### src/rtl/vga_pkg.sv
// vga_pkg: shared screen defaults, controller state and fixed-point types
package vga_pkg;
  localparam int SCREEN_W_DEF = 800;
  localparam int SCREEN_H_DEF = 600;
  typedef enum logic [1:0] {IDLE, FLIGHT, REST} proj_state_t;
  typedef logic signed [15:0] vel_t;
  typedef logic signed [13:0] pos_t;
endpackage

### src/rtl/tick_divider.sv
// tick_divider: one-cycle tick every TICK_DIV clocks while clr is low
module tick_divider #(
  parameter int TICK_DIV = 400000
) (
  input  logic clk,
  input  logic rst,
  input  logic clr,
  output logic tick
);
  localparam int CW = $clog2(TICK_DIV);
  logic [CW-1:0] cnt_q, cnt_d;
  assign tick = cnt_q == CW'(TICK_DIV - 1);
  // count up, wrapping on tick, held at zero while cleared
  always_comb cnt_d = (clr || tick) ? '0 : cnt_q + 1'b1;
  // counter register
  always_ff @(posedge clk) cnt_q <= rst ? '0 : cnt_d;
endmodule

### src/rtl/projectile_ctl.sv
// projectile_ctl: mouse-tracked sprite launched under gravity with walls, ceiling and lossy floor bounces; PROJECTILE_WIND_EN adds a signed wind input
module projectile_ctl
  import vga_pkg::*;
#(
  parameter int SCREEN_W    = SCREEN_W_DEF,
  parameter int SCREEN_H    = SCREEN_H_DEF,
  parameter int OBJ_W       = 48,
  parameter int OBJ_H       = 64,
  parameter int TICK_DIV    = 400000,
  parameter int FRAC_BITS   = 3,
  parameter int GRAVITY     = 1,
  parameter int DAMP_SHIFT  = 2,
  parameter int MAX_BOUNCES = 4
) (
  input  logic               clk,
  input  logic               rst,
`ifdef PROJECTILE_WIND_EN
  input  logic signed [3:0]  wind,
`endif
  input  logic               launch,
  input  logic               rearm,
  input  logic        [11:0] mouse_xpos,
  input  logic        [11:0] mouse_ypos,
  input  logic signed [15:0] vx_init,
  input  logic signed [15:0] vy_init,
  output logic        [11:0] xpos,
  output logic        [11:0] ypos,
  output logic               busy,
  output logic               landed,
  output logic        [3:0]  bounces
);
  localparam int X_MAX   = SCREEN_W - OBJ_W;
  localparam int FLOOR_Y = SCREEN_H - OBJ_H;
  proj_state_t state_q, state_d;
  pos_t x_q, x_d, y_q, y_d;
  vel_t vx_q, vx_d, vy_q, vy_d, vx_r, vx_w, vy_f, vy_abs;
  logic [3:0] b_q, b_d;
  logic busy_q, busy_d, landed_q, landed_d, tick, hit_x;
  logic signed [17:0] xc, yc;
  tick_divider #(.TICK_DIV(TICK_DIV)) u_div (
    .clk  (clk),
    .rst  (rst),
    .clr  (state_q != FLIGHT),
    .tick (tick)
  );
  // candidate positions, wall-reflected vx and damped floor-rebound vy for this tick
  always_comb begin
    xc = 18'(x_q) + 18'(vx_q >>> FRAC_BITS);
    yc = 18'(y_q) + 18'(vy_q >>> FRAC_BITS);
    hit_x = xc[17] || xc > 18'(X_MAX);
    vx_r = hit_x ? -vx_q : vx_q;
`ifdef PROJECTILE_WIND_EN
    vx_w = vx_r + vel_t'(wind);
`else
    vx_w = vx_r;
`endif
    vy_f = -(vy_q - (vy_q >>> DAMP_SHIFT));
    vy_abs = vy_f[15] ? -vy_f : vy_f;
  end
  // next-state, physics update and registered status outputs
  always_comb begin
    state_d = state_q;
    x_d = x_q;
    y_d = y_q;
    vx_d = vx_q;
    vy_d = vy_q;
    b_d = b_q;
    case (state_q)
      IDLE: begin
        x_d = pos_t'({2'b00, mouse_xpos});
        y_d = pos_t'({2'b00, mouse_ypos > 12'(FLOOR_Y) ? 12'(FLOOR_Y) : mouse_ypos});
        if (launch) begin
          state_d = FLIGHT;
          vx_d = vx_init;
          vy_d = vy_init;
          b_d = '0;
        end
      end
      FLIGHT: if (tick) begin
        x_d = xc[17] ? '0 : xc > 18'(X_MAX) ? pos_t'(X_MAX) : xc[13:0];
        vx_d = vx_w;
        if (yc[17]) begin
          y_d = '0;
          vy_d = '0;
        end else if (yc >= 18'(FLOOR_Y)) begin
          y_d = pos_t'(FLOOR_Y);
          b_d = b_q == 4'hf ? b_q : b_q + 4'd1;
          if (5'(b_q) + 5'd1 == 5'(MAX_BOUNCES) || (vy_abs >>> FRAC_BITS) == '0) begin
            vy_d = '0;
            vx_d = '0;
            state_d = REST;
          end else vy_d = vy_f;
        end else begin
          y_d = yc[13:0];
          vy_d = vy_q + vel_t'(GRAVITY);
        end
      end
      REST: state_d = rearm ? IDLE : REST;
      default: state_d = IDLE;
    endcase
    busy_d = state_d == FLIGHT;
    landed_d = state_d == REST && state_q != REST;
  end
  // state and datapath registers
  always_ff @(posedge clk) begin
    if (rst) begin
      state_q <= IDLE;
      x_q <= '0;
      y_q <= '0;
      vx_q <= '0;
      vy_q <= '0;
      b_q <= '0;
      busy_q <= 1'b0;
      landed_q <= 1'b0;
    end else begin
      state_q <= state_d;
      x_q <= x_d;
      y_q <= y_d;
      vx_q <= vx_d;
      vy_q <= vy_d;
      b_q <= b_d;
      busy_q <= busy_d;
      landed_q <= landed_d;
    end
  end
  assign xpos = x_q[11:0];
  assign ypos = y_q[11:0];
  assign busy = busy_q;
  assign landed = landed_q;
  assign bounces = b_q;
endmodule

### config.mk
export PLATFORM = sky130hd
export DESIGN_NAME = projectile_ctl
export DESIGN_NICKNAME = d
export VERILOG_FILES = /design/src/rtl/vga_pkg.sv /design/src/rtl/tick_divider.sv /design/src/rtl/projectile_ctl.sv
export SDC_FILE = /design/constraint.sdc
export NUM_CORES = 1
export LEC_CHECK = 0
export BUFFER_PORTS_ARGS = -buffer_cell sky130_fd_sc_hd__buf_2
export CAP_MARGIN = 10
export CORE_MARGIN = 2
export CORE_UTILIZATION = 45
export DETAILED_ROUTE_END_ITERATION = 6
export SLEW_MARGIN = 15
export SYNTH_ARGS = -nofsm -noshare
export SYNTH_HDL_FRONTEND = slang
export SYNTH_SLANG_ARGS = --single-unit
### constraint.sdc
create_clock -name clk -period 9.86 [get_ports clk]
set_input_delay 1.972 -clock clk [delete_from_list [all_inputs] [get_ports clk]]
set_output_delay 1.972 -clock clk [all_outputs]
set_load 0.005 [all_outputs]
==> results.cfg <==
[status]
outcome = finished clean

[die]
rows = 45
die_h_um = 129
ioPinCount = 90
dieArea_sq_um = 16700
core-area_sq_um = 15300
start_util_pct = 46.2
die_w_um = 129

[finish]
area_delta_synth_final_pct = 10.4
antenna_cells = 0
finalNetCount = 1037
drive_gt1_share_pct = 14.7

[timing]
tightestPinTransition_ps = 807
fin_ws_ps = 5480
drv_slew = 0
setup_viol = 0
fin_crit_sh_pct = 44.5
timing.fmax_mhz = 228
tns_ps = 0
final_hold_viol_count = 0
finClkSkew_ps = 8.65
rsz0062_at_grt = false
period_needed_ps = 4380
slew_headroom_pct = 46.0

[worst_setup_path]
cpPeakStageDelay_ps = 450
path_cells = inv_1 > ha_1 > fa_1 > nor2b_1 > o211ai_1 > a21oi_1 > o211a_1 > xnor3_1 > a2111oi_2 > nand4_1 > a211oi_2 > or2b_2 > o22ai_1 > a221o_1
r2r_slack_ps = 5480
worst_ep_arrival_time_ps = 4630
worst_path_max_delay_cell = a211oi_2
path_class = register to register
r2r_start = vy_q[2]
timing.rr.end = vx_q[6]
required_ps = 10100
crit_path_end_kind = register
critPathLaunchType = register
cp_max_fo = 14
rr_worst_depth = 14

[synthesis]
syn_area_sq_um = 7050
synthesis.nets = 993
synth.most_common_cell = dfxtp_1
synth_area_leaders = dfxtp_1 25%, ha_1 8.3%, a21oi_1 5.2%, a221oi_1 4.5%, nor2_1 4.4%
avgSynthCellArea_sq_um = 7.99
ys_warn_count = 0
synth_edf_count = 0
synthFlopType = dfxtp_1
syn_inst = 883
async_flop_share_pct = 0
yosys.area.top_type_share_pct = 24.7
synth_area_leader_cell = dfxtp_1
synth.distinct_cells = 84
synth-seq-cells = 87
ys_seq_area_share_pct = 24.7
synth_top_cells_by_count = 87 x dfxtp_1, 82 x nor2_1, 73 x a21oi_1, 47 x ha_1, 46 x nand2_1

[drt]
wl_met2_um = 8260
wl_per_cell_um = 17.8
met1_length_um = 10500
avgViaCountPerCell = 5.96
vias = 6816
route.detailed.drc = 0
dr.pass1.iters = 5
route.met3.wl_um = 1210
drtIter0Drc = 443
ant_nets = 0
top_layer = met4
finalWirelength_um = 20300

[grt]
grt_max_degree = 61
grt_pass1_vias = 6022
antenna_found_initial = 0
grtUsageTotal_pct = 24.2
grt_pass1_wl_um = 32200
grt-ovfl-total = 0

[power_and_ir_drop]
p_sw_uw = 508
ir_worst_vdd_v = 0.0000851
p_int_uw = 775
power_density_nw_per_um2 = 165
p_leak_uw = 0.00333
combinationalPowerShare_pct = 41.2
p_seq_share_pct = 31.4
power_frac_clock_pct = 27.3
sw_frac_of_total_pct = 39.6

[clocking]
ctsLongestPathBuffers = 2
cts_hold_buf = 0
cts.sinks = 87
post_cts_buffers = 0
cts_tree = done
clock-root-buffer = clkbuf_16
htreeDepth = 3
cts_buffers = 9
cts_resized = 0
cts.clk_slew.worst_paths_ps = 70
clock_latency_ps = 350

[placed_design]
pre_cts_slack_ps = 5520
place.gp.congestion = 0.897
dp_hpwl_um = 15400
portBuffers = 89

[worst_hold_path]
holdPathStages = 1
min_from = u_div.cnt_q[0]
hold_class = register to register
min_to = u_div.cnt_q[0]

[job]
maxCapViolations = 0
[state kept, by name, summed over array words and instances, names as in the netlist]
register and flops:
u_div.cnt_q 19, vy_q 16, bounces 4, state_q 2
landed 1, vx_q 16, y_q 14, busy 1
x_q 14
[layout by cell type, fill, tap and decap left out, types with 5 or more instances in the layout]
| cell type | count |
|---|---|
| nand2_1 | 46 |
| and3_1 | 37 |
| and2_1 | 9 |
| o31ai_1 | 8 |
| dfxtp_1 | 87 |
| buf_4 | 8 |
| nor2_1 | 81 |
| o21ai_0 | 30 |
| xnor2_1 | 31 |
| nor2b_1 | 8 |
| clkbuf_16 | 9 |
| a211o_1 | 5 |
| nand2b_1 | 11 |
| buf_2 | 89 |
| nor4_1 | 6 |
| o22ai_1 | 16 |
| ha_1 | 47 |
| inv_1 | 31 |
| o211ai_1 | 5 |
| or3_1 | 10 |
| xor2_1 | 30 |
| a21o_1 | 19 |
| nand3_1 | 23 |
| a22oi_1 | 6 |
| a211oi_1 | 23 |
| o21a_1 | 13 |
| a221oi_1 | 36 |
| a21oi_1 | 72 |
| nor3_1 | 29 |
[cell families after synthesis]
logic type | count (synthesis) | synth area share (%)
AO/OA/AOI/OAI | 295 | 29.9
buffers and inverters | 95 | 6.63
AND/OR/NAND/NOR | 289 | 20.8
multiplexers | 4 | 0.603
flip-flops | 87 | 24.7
adder cells (fa/ha/maj) | 50 | 9.19
XOR/XNOR | 63 | 8.23
[routing by layer]
metal  GRT usage, %  vias to the layer above
met4           5.88                        0
met2           34.0                      198
met5              0                        -
li1               -                     3410
met3           3.76                       19
met1           38.2                     3189
[through the flow]
step                      power, uW  util [%]  area, sq um  hold WS, ps  instances
final                          1280      51.0         7790          475       1143
after global routing           1360      51.0         7790          500       1143
after CTS                      1280      51.0         7780          478       1143
after detailed placement        929      49.1         7490          453       1127
after global placement          932      49.1         7490          444       1127
after floorplan                 812         -         7050          430        883
[final cells by class]
class                           instances  area [sq um]
Clock buffer                            9           225
Clock inverter                          7          71.3
Inverter                               31           116
Fill cell                            1535          7470
Timing Repair Buffer                   97           505
Multi-Input combinational cell        701          4860
Tap cell                              211           264
Sequential cell                        87          1740
[critical path, delay by kind of cell (launching register included)]
family | cells | cell delay, ps
flops | 1 | 400
simple gates | 3 | 820
compound gates | 7 | 2000
buf+inv | 1 | 100
xor+xnor | 1 | 330
fa+ha+maj | 2 | 630
[how the worst max path moves through the flow]
stage / end / startpoint / cells past startpoint
global placement: vx_q[6] / vy_q[4] / 13
CTS: vx_q[6] / vy_q[2] / 14
detailed placement: vx_q[6] / vy_q[6] / 13
finish: vx_q[6] / vy_q[2] / 14
global route: vx_q[6] / vy_q[2] / 14
floorplan: vx_q[6] / vy_q[3] / 14
[power groups by stage]
stage               registers (uW)  logic, uW  clock network (uW)
CTS                            402        523                 358
detailed placement             411        518                   0
global placement               410        522                   0
floorplan                      399        413                   0
finish                         403        529                 351
global route                   406        583                 372
(Power assumes the default switching activity.)
